[config.mk]
export PLATFORM = sky130hd
export DESIGN_NAME = division_unit_iterative
export DESIGN_NICKNAME = d
export VERILOG_FILES = /design/src/rtl/apogeo_operations_pkg.sv /design/src/rtl/div_iteration_step.sv /design/src/rtl/division_unit_iterative.sv
export SDC_FILE = /design/constraint.sdc
export NUM_CORES = 1
export LEC_CHECK = 0
export CORE_MARGIN = 3
export CORE_UTILIZATION = 50
export DETAILED_ROUTE_END_ITERATION = 8
export PLACE_DENSITY = 0.71
export SYNTH_ARGS = -nofsm -noshare
export SYNTH_HDL_FRONTEND = slang
export SYNTH_SLANG_ARGS = --single-unit
[constraint.sdc]
create_clock -name clk_i -period 4 [get_ports clk_i]
set_input_delay 0.6 -clock clk_i [delete_from_list [all_inputs] [get_ports clk_i]]
set_output_delay 0.6 -clock clk_i [all_outputs]
set_load 0.05 [all_outputs]
[src/rtl/apogeo_operations_pkg.sv]
// ----------------------------------------------------------------------------
// apogeo_operations_pkg
// Shared definitions for the integer execution unit's division block:
//   div_uop_t   - division micro-op encoding (DIV, DIVU, REM, REMU)
//   div_state_t - control states of the iterative divider
//   uop_is_signed / uop_is_rem - operation decode helpers
// ----------------------------------------------------------------------------
package apogeo_operations_pkg;

  typedef enum logic [1:0] {
    UOP_DIV  = 2'b00,
    UOP_DIVU = 2'b01,
    UOP_REM  = 2'b10,
    UOP_REMU = 2'b11
  } div_uop_t;

  typedef enum logic [1:0] {
    IDLE = 2'b00,
    ITER = 2'b01,
    FIX  = 2'b10,
    DONE = 2'b11
  } div_state_t;

  // Any encoding not listed decodes as DIVU: unsigned, quotient selected.
  function automatic logic uop_is_signed(input div_uop_t uop);
    case (uop)
      UOP_DIV, UOP_REM: return 1'b1;
      default:          return 1'b0;
    endcase
  endfunction

  function automatic logic uop_is_rem(input div_uop_t uop);
    case (uop)
      UOP_REM, UOP_REMU: return 1'b1;
      default:           return 1'b0;
    endcase
  endfunction

endpackage

[src/rtl/div_iteration_step.sv]
// ----------------------------------------------------------------------------
// div_iteration_step
// Combinational restoring-division slice resolving BITS_PER_CYCLE quotient
// bits, MSB first, by chaining shift/compare/subtract steps.
// Ports:
//   rem_i        - current partial remainder (DATA_WIDTH+1 bits)
//   shift_bits_i - next dividend bits to shift in, MSB first
//   divisor_i    - divisor magnitude
//   rem_o        - partial remainder after all steps
//   quot_bits_o  - resolved quotient bits, MSB first
// ----------------------------------------------------------------------------
module div_iteration_step #(
  parameter int DATA_WIDTH     = 32,
  parameter int BITS_PER_CYCLE = 1
) (
  input  logic [DATA_WIDTH:0]       rem_i,
  input  logic [BITS_PER_CYCLE-1:0] shift_bits_i,
  input  logic [DATA_WIDTH-1:0]     divisor_i,
  output logic [DATA_WIDTH:0]       rem_o,
  output logic [BITS_PER_CYCLE-1:0] quot_bits_o
);

  logic [DATA_WIDTH:0] chain [BITS_PER_CYCLE+1];

  assign chain[0] = rem_i;

  for (genvar g = 0; g < BITS_PER_CYCLE; g++) begin : g_step
    logic [DATA_WIDTH+1:0] shifted;
    logic [DATA_WIDTH:0]   diff;
    logic                  fits;

    // The shifted value keeps one extra bit so the compare is exact; the
    // difference itself always fits in DATA_WIDTH+1 bits when it is used.
    assign shifted = {chain[g], shift_bits_i[BITS_PER_CYCLE-1-g]};
    assign fits    = shifted >= {2'b00, divisor_i};
    assign diff    = shifted[DATA_WIDTH:0] - {1'b0, divisor_i};

    assign chain[g+1]                        = fits ? diff : shifted[DATA_WIDTH:0];
    assign quot_bits_o[BITS_PER_CYCLE-1-g]   = fits;
  end

  assign rem_o = chain[BITS_PER_CYCLE];

endmodule

[src/rtl/division_unit_iterative.sv]
// ----------------------------------------------------------------------------
// division_unit_iterative
// Iterative RISC-V DIV/DIVU/REM/REMU unit, BITS_PER_CYCLE quotient bits per
// cycle, valid/ready on both sides, passthrough tag, flush, and a one-cycle
// early-out for divide-by-zero and signed overflow.
// Ports:
//   clk_i, rst_n_i      - clock, asynchronous active-low reset
//   clk_en_i            - clock enable; low freezes all state
//   flush_i             - kills the in-flight operation
//   valid_i / ready_o   - operand handshake
//   dividend_i, divisor_i, operation_i, tag_i - operation
//   result_o, divide_by_zero_o, tag_o         - registered result
//   valid_o / ready_i   - result handshake
//   idle_o              - no operation in flight (registered)
// ----------------------------------------------------------------------------
module division_unit_iterative
  import apogeo_operations_pkg::*;
#(
  parameter int DATA_WIDTH     = 32,
  parameter int BITS_PER_CYCLE = 1,
  parameter int TAG_WIDTH      = 6
) (
  input  logic                  clk_i,
  input  logic                  rst_n_i,
  input  logic                  clk_en_i,
  input  logic                  flush_i,
  input  logic                  valid_i,
  output logic                  ready_o,
  input  logic [DATA_WIDTH-1:0] dividend_i,
  input  logic [DATA_WIDTH-1:0] divisor_i,
  input  logic [1:0]            operation_i,
  input  logic [TAG_WIDTH-1:0]  tag_i,
  output logic [DATA_WIDTH-1:0] result_o,
  output logic                  divide_by_zero_o,
  output logic [TAG_WIDTH-1:0]  tag_o,
  output logic                  valid_o,
  input  logic                  ready_i,
  output logic                  idle_o
);

  localparam int N     = DATA_WIDTH / BITS_PER_CYCLE;
  localparam int CNT_W = (N > 1) ? $clog2(N) : 1;
  localparam logic [CNT_W-1:0]      LAST_CNT = CNT_W'(N - 1);
  localparam logic [DATA_WIDTH-1:0] MOST_NEG = {1'b1, {(DATA_WIDTH-1){1'b0}}};

  div_state_t              state_q;
  logic [CNT_W-1:0]        cnt_q;
  logic [DATA_WIDTH:0]     prem_q;      // partial remainder
  logic [DATA_WIDTH-1:0]   quo_q;       // dividend bits out, quotient bits in
  logic [DATA_WIDTH-1:0]   divisor_q;
  logic                    neg_quot_q;
  logic                    neg_rem_q;
  logic                    want_rem_q;
  logic [TAG_WIDTH-1:0]    tag_q;
  logic [DATA_WIDTH-1:0]   result_q;
  logic                    dbz_q;
  logic                    valid_q;
  logic                    idle_q;

  // Accept-side decode
  div_uop_t                uop;
  logic                    op_signed;
  logic                    op_rem;
  logic                    dvd_neg;
  logic                    dvs_neg;
  logic [DATA_WIDTH-1:0]   dvd_mag;
  logic [DATA_WIDTH-1:0]   dvs_mag;
  logic                    div_zero;
  logic                    overflow;
  logic [DATA_WIDTH-1:0]   special_result;
  logic                    accept;

  // Iteration and fix-up datapath
  logic [DATA_WIDTH:0]     step_rem;
  logic [BITS_PER_CYCLE-1:0] step_bits;
  logic [DATA_WIDTH-1:0]   rem_fixed;
  logic [DATA_WIDTH-1:0]   quot_fixed;
  logic [DATA_WIDTH-1:0]   fix_result;

  assign uop = div_uop_t'(operation_i);

  always_comb begin
    // NOTE: every signal of a combinational block is assigned on every path
    // (defaults first), otherwise synthesis infers a latch to hold it.
    op_signed      = uop_is_signed(uop);
    op_rem         = uop_is_rem(uop);
    dvd_neg        = op_signed & dividend_i[DATA_WIDTH-1];
    dvs_neg        = op_signed & divisor_i[DATA_WIDTH-1];
    dvd_mag        = dvd_neg ? -dividend_i : dividend_i;
    dvs_mag        = dvs_neg ? -divisor_i  : divisor_i;
    div_zero       = (divisor_i == '0);
    overflow       = op_signed & (dividend_i == MOST_NEG) & (divisor_i == '1);
    special_result = '0;
    if (div_zero) begin
      special_result = op_rem ? dividend_i : '1;
    end else if (!op_rem) begin
      special_result = dividend_i;
    end
  end

  // Combinational from ready_i so a drained result can be replaced in the
  // same cycle; a flush always blocks acceptance.
  assign ready_o = ~flush_i & ((state_q == IDLE) | ((state_q == DONE) & ready_i));
  assign accept  = valid_i & ready_o & clk_en_i;

  div_iteration_step #(
    .DATA_WIDTH    (DATA_WIDTH),
    .BITS_PER_CYCLE(BITS_PER_CYCLE)
  ) u_step (
    .rem_i       (prem_q),
    .shift_bits_i(quo_q[DATA_WIDTH-1 -: BITS_PER_CYCLE]),
    .divisor_i   (divisor_q),
    .rem_o       (step_rem),
    .quot_bits_o (step_bits)
  );

  // Remainder follows the dividend's sign, quotient is negative when the
  // operand signs differ; a zero remainder stays zero.
  always_comb begin
    rem_fixed  = prem_q[DATA_WIDTH-1:0];
    if (neg_rem_q && (prem_q[DATA_WIDTH-1:0] != '0)) begin
      rem_fixed = -prem_q[DATA_WIDTH-1:0];
    end
    quot_fixed = neg_quot_q ? -quo_q : quo_q;
    fix_result = want_rem_q ? rem_fixed : quot_fixed;
  end

  // NOTE: sequential state is updated only with non-blocking assignments so
  // every register samples values from before the clock edge.
  always_ff @(posedge clk_i or negedge rst_n_i) begin
    if (!rst_n_i) begin
      // NOTE: the datapath registers are reset too, because they drive the
      // result/tag outputs directly and those must read zero out of reset.
      state_q    <= IDLE;
      cnt_q      <= '0;
      prem_q     <= '0;
      quo_q      <= '0;
      divisor_q  <= '0;
      neg_quot_q <= 1'b0;
      neg_rem_q  <= 1'b0;
      want_rem_q <= 1'b0;
      tag_q      <= '0;
      result_q   <= '0;
      dbz_q      <= 1'b0;
      valid_q    <= 1'b0;
      idle_q     <= 1'b1;
    end else if (clk_en_i) begin
      if (flush_i) begin
        state_q <= IDLE;
        valid_q <= 1'b0;
        idle_q  <= 1'b1;
      end else if (accept) begin
        // Reached from IDLE, or from DONE while the result is being taken.
        tag_q  <= tag_i;
        idle_q <= 1'b0;
        if (div_zero || overflow) begin
          result_q <= special_result;
          dbz_q    <= div_zero;
          valid_q  <= 1'b1;
          state_q  <= DONE;
        end else begin
          prem_q     <= '0;
          quo_q      <= dvd_mag;
          divisor_q  <= dvs_mag;
          neg_quot_q <= dvd_neg ^ dvs_neg;
          neg_rem_q  <= dvd_neg;
          want_rem_q <= op_rem;
          cnt_q      <= '0;
          valid_q    <= 1'b0;
          state_q    <= ITER;
        end
      end else begin
        case (state_q)
          ITER: begin
            prem_q <= step_rem;
            quo_q  <= (quo_q << BITS_PER_CYCLE) | DATA_WIDTH'(step_bits);
            cnt_q  <= cnt_q + 1'b1;
            if (cnt_q == LAST_CNT) begin
              state_q <= FIX;
            end
          end
          FIX: begin
            result_q <= fix_result;
            dbz_q    <= 1'b0;
            valid_q  <= 1'b1;
            state_q  <= DONE;
          end
          DONE: begin
            if (ready_i) begin
              valid_q <= 1'b0;
              idle_q  <= 1'b1;
              state_q <= IDLE;
            end
          end
          default: ;
        endcase
      end
    end
  end

  assign result_o         = result_q;
  assign divide_by_zero_o = dbz_q;
  assign tag_o            = tag_q;
  assign valid_o          = valid_q;
  assign idle_o           = idle_q;

endmodule
==> impl_table.tex <==
\begin{tabular}{lr}
\hline
Metric & Value \\
\hline
\multicolumn{2}{l}{\textbf{Detailed routing}} \\
Average vias per placed instance & 6.03 \\
Vias after detailed routing & 11,400 \\
Average routed wire per standard cell & 18.5 microns \\
Count of antenna-violating nets left after detailed routing & 0 \\
DRC violations left & 0 \\
Total Wirelength & 35.0 mm \\
DRT iter0 DRCs & 965 \\
Number of detailed-routing iterations run before antenna repair & 5 \\
\multicolumn{2}{l}{\textbf{Yosys}} \\
Avg Inst Size Synth & 7.90 sq um \\
Yosys warns & 0 \\
Synthesized net count & 1,591 \\
Proportion of synthesized flip-flops having asynchronous set or reset & 100\% \\
Yosys reg bits & 148 \\
Count of mapped cells out of synthesis & 1,473 \\
Area of the mapped netlist & 11,600 sq um \\
Seq/Total Area, Yosys & 31.8\% \\
EDFF count, synth & 0 \\
Cell variety after synth & 71 \\
Main synth FF type & dfrtp\_1 \\
\multicolumn{2}{l}{\textbf{Clock network}} \\
Total CTS buffers & 17 \\
Root buffer selected by CTS & clkbuf\_16 \\
TritonCTS clock tree & yes \\
Number of post-CTS setup repair buffers & 0 \\
Clock insertion delay at the later pin of the skew report & 0.43 ns \\
Post-cts sizing count & 0 \\
CTS Hold Bufs & 0 \\
Deepest level of the CTS H-tree & 4 \\
Max Buffers Root-to-Sink & 2 \\
CTS clock-pin slew for the worst setup and hold paths & 0.06 ns \\
Total clock sinks & 148 \\
\multicolumn{2}{l}{\textbf{Setup path}} \\
Worst reg-to-reg setup slack & 0.42 ns \\
Launch point of the worst reg-to-reg path & quo\_q[31]\$\_DFFE\_PN0P\_ \\
Maximum fanout along the worst path & 8 \\
Reg-to-reg critical path endpoint & prem\_q[17]\$\_DFFE\_PN0P\_ \\
Kind of start point of the critical path & flip-flop \\
Number of cell instances on the worst register-to-register path & 12 \\
Setup crit end kind & flip-flop \\
Worst Setup Path Type & reg2reg \\
Data required time of the critical path & 4.28 ns \\
Crit path DAT & 3.85 ns \\
\multicolumn{2}{l}{\textbf{Timing}} \\
Setup-failing EPs final & 0 \\
Shortest period the worst path allows & 3.58 ns \\
Max Clock Freq & 0.280 GHz \\
Transition time at the pin with the least slew margin & 1.06 ns \\
Hold Slack & 0.233 ns \\
Remaining max-slew budget at the tightest pin & 29.0\% \\
Final clock skew & 0.0105 ns \\
Fraction of the cycle the final worst path needs & 89.4\% \\
Final-layout setup total negative slack & 0 ns \\
Number of pins with negative max-slew slack in the final report & 0 \\
Final Hold Violating Endpoints & 0 \\
Unrepaired setup endpoints after global routing & no \\
\multicolumn{2}{l}{\textbf{Pwr}} \\
Total power consumption of the routed design & 8.80 mW \\
Worst IR drop on VDD & 324 uV \\
Lkg Pwr & 5.75 nW \\
Power Dens Cells & 635 nW/um\^{}2 \\
\multicolumn{2}{l}{\textbf{Floorplan}} \\
Site Rows & 55 \\
DIE WIDTH & 159 microns \\
Die Footprint & 25,100 sq um \\
Initial core utilization & 51.1\% \\
Die Height & 159 microns \\
Count of boundary I/O pins & 120 \\
Area inside the core boundary & 22,800 sq um \\
\multicolumn{2}{l}{\textbf{Place}} \\
Post-DP HPWL & 26.0 mm \\
Post-placement cell area & 13,300 sq um \\
Placer Congestion & 0.966 \\
Port-buffer cells & 119 \\
\multicolumn{2}{l}{\textbf{Global route}} \\
Wire length of the first global-routing pass & 56.2 mm \\
Total gr overflow & 0 \\
Pin count of the biggest net entering global routing & 87 \\
Overall fraction of global-route tracks in use & 28.1\% \\
Number of global-route vias before repair & 10,800 \\
Number of antenna violations at the first check in global routing & 0 \\
\multicolumn{2}{l}{\textbf{Final layout}} \\
Share of cells above drive strength 1 & 7.09\% \\
Post-route cell area & 13,900 sq um \\
Number of diodes added for antenna fixing & 0 \\
Syn-to-layout area delta & 19.2\% \\
Post-Route Utilization & 60.9\% \\
Total Nets Final & 1,685 \\
\multicolumn{2}{l}{\textbf{Min path}} \\
Hold crit path type & in2async \\
\multicolumn{2}{l}{\textbf{Run status}} \\
Status & completed \\
\multicolumn{2}{l}{\textbf{Job}} \\
Number of maximum-capacitance constraint violations & 0 \\
\hline
\end{tabular}
where the power goes:
part           total [mW]  switching, mW  internal (mW)
registers            2.61          0.580           2.03
clock network        1.59          0.642          0.951
logic                4.60           2.82           1.77
total                8.80           4.05           4.76
logic make-up (layout without fill, tap and decap cells):
kind of cell | Yosys count | after routing | synth area share [%]
AND/OR/NAND/NOR | 521 | 521 | 20.9
AO/OA/AOI/OAI | 436 | 436 | 24.1
buffers and inverters | 153 | 260 | 5.17
flip-flops | 148 | 148 | 31.8
XOR/XNOR | 139 | 139 | 10.5
adder cells (fa/ha/maj) | 58 | 58 | 5.92
multiplexers | 18 | 18 | 1.61
placed cells by master (no fill, tap or decap), drive strengths merged, types with 9 or more instances in the layout:
cell / Yosys / final
a211oi: 23 / 23
a21o: 15 / 15
a21oi: 86 / 86
a221o: 21 / 21
a22oi: 18 / 18
a31oi: 18 / 18
buf: 23 / 53
clkbuf: 73 / 20
clkdlybuf4s50: 0 / 118
clkinv: 0 / 9
dfrtp: 147 / 147
ha: 39 / 39
inv: 57 / 57
maj3: 18 / 18
mux2i: 12 / 12
nand2: 180 / 180
nand2b: 9 / 9
nand3: 42 / 42
nand4: 22 / 22
nor2: 138 / 138
nor2b: 10 / 10
nor3: 38 / 38
nor4: 20 / 20
o211ai: 13 / 13
o21ai: 156 / 156
o31ai: 24 / 24
o41ai: 15 / 15
or3: 21 / 21
or4: 13 / 13
xnor2: 76 / 76
xor2: 63 / 63
how the worst max path moves through the flow:
stage	slack, ns	to	cells after the start	from
2_1_floorplan	0.88	quo_q[18]$_DFFE_PN0P_	9	divisor_i[23]
3_3_place_gp	0.24	quo_q[8]$_DFFE_PN0P_	9	divisor_i[25]
3_5_place_dp	0.13	result_o[29]$_DFFE_PN0P_	9	divisor_i[25]
4_1_cts	0.48	prem_q[17]$_DFFE_PN0P_	11	quo_q[31]$_DFFE_PN0P_
5_1_grt	0.12	prem_q[17]$_DFFE_PN0P_	11	quo_q[31]$_DFFE_PN0P_
6_report	0.42	prem_q[17]$_DFFE_PN0P_	12	quo_q[31]$_DFFE_PN0P_
layer usage:
layer,track usage [%],up-vias,wire (microns)
met5,0,-,0
met3,4.51,70,2570
met1,39.4,5368,15600
met2,44.5,461,15900
li1,-,5507,-
met4,9.71,0,956
synthesized netlist by cell type (all sizes together), types with 7 or more instances:
cell type | instances | area (sq um)
nand2 | 180 | 676
o21ai | 156 | 781
dfrtp | 147 | 3680
nor2 | 138 | 521
a21oi | 86 | 430
xnor2 | 76 | 666
clkbuf | 73 | 274
xor2 | 63 | 552
inv | 57 | 214
nand3 | 42 | 210
ha | 39 | 488
nor3 | 38 | 201
o31ai | 24 | 180
a211oi | 23 | 173
buf | 23 | 114
nand4 | 22 | 138
a221o | 21 | 210
or3 | 21 | 131
nor4 | 20 | 138
a22oi | 18 | 135
a31oi | 18 | 113
maj3 | 18 | 180
a21o | 15 | 113
o41ai | 15 | 165
o211ai | 13 | 97.6
or4 | 13 | 97.6
mux2i | 12 | 120
nor2b | 10 | 62.6
nand2b | 9 | 56.3
a32oi | 7 | 61.3
or2 | 7 | 43.8
state kept, by name (all words and copies together), names as in the netlist, 2 cells and up:
register,count
prem_q,33
divisor_q,32
quo_q,32
result_o,32
tag_o,6
cnt_q,5
state_q,2
stage by stage:
stage	setup WS, ns	cells
global route	0.121	1893
detailed placement	0.127	1861
floorplan	0.882	1473
global placement	0.238	1861
finish	0.423	1893
CTS	0.485	1893
final cells by class:
class | instances | area [sq um]
timing repair buffer | 171 | 1620
clock buffer | 20 | 457
inverter | 57 | 214
fill | 2070 | 8920
tap | 313 | 392
sequential | 148 | 3710
clock inverter | 12 | 131
multi-input combinational | 1172 | 7340
critical path: stages, from the launching register on:
cell	delay, ns
dfrtp_1	0.43
inv_1	0.08
ha_1	0.18
inv_1	0.06
fa_1	0.43
a211oi_1	0.39
o21ai_0	0.24
a211oi_1	0.42
o21ai_0	0.26
o22a_1	0.35
and2_1	0.28
a22oi_1	0.16
o311ai_0	0.14
Note: power is estimated with default switching activity, not from simulation.
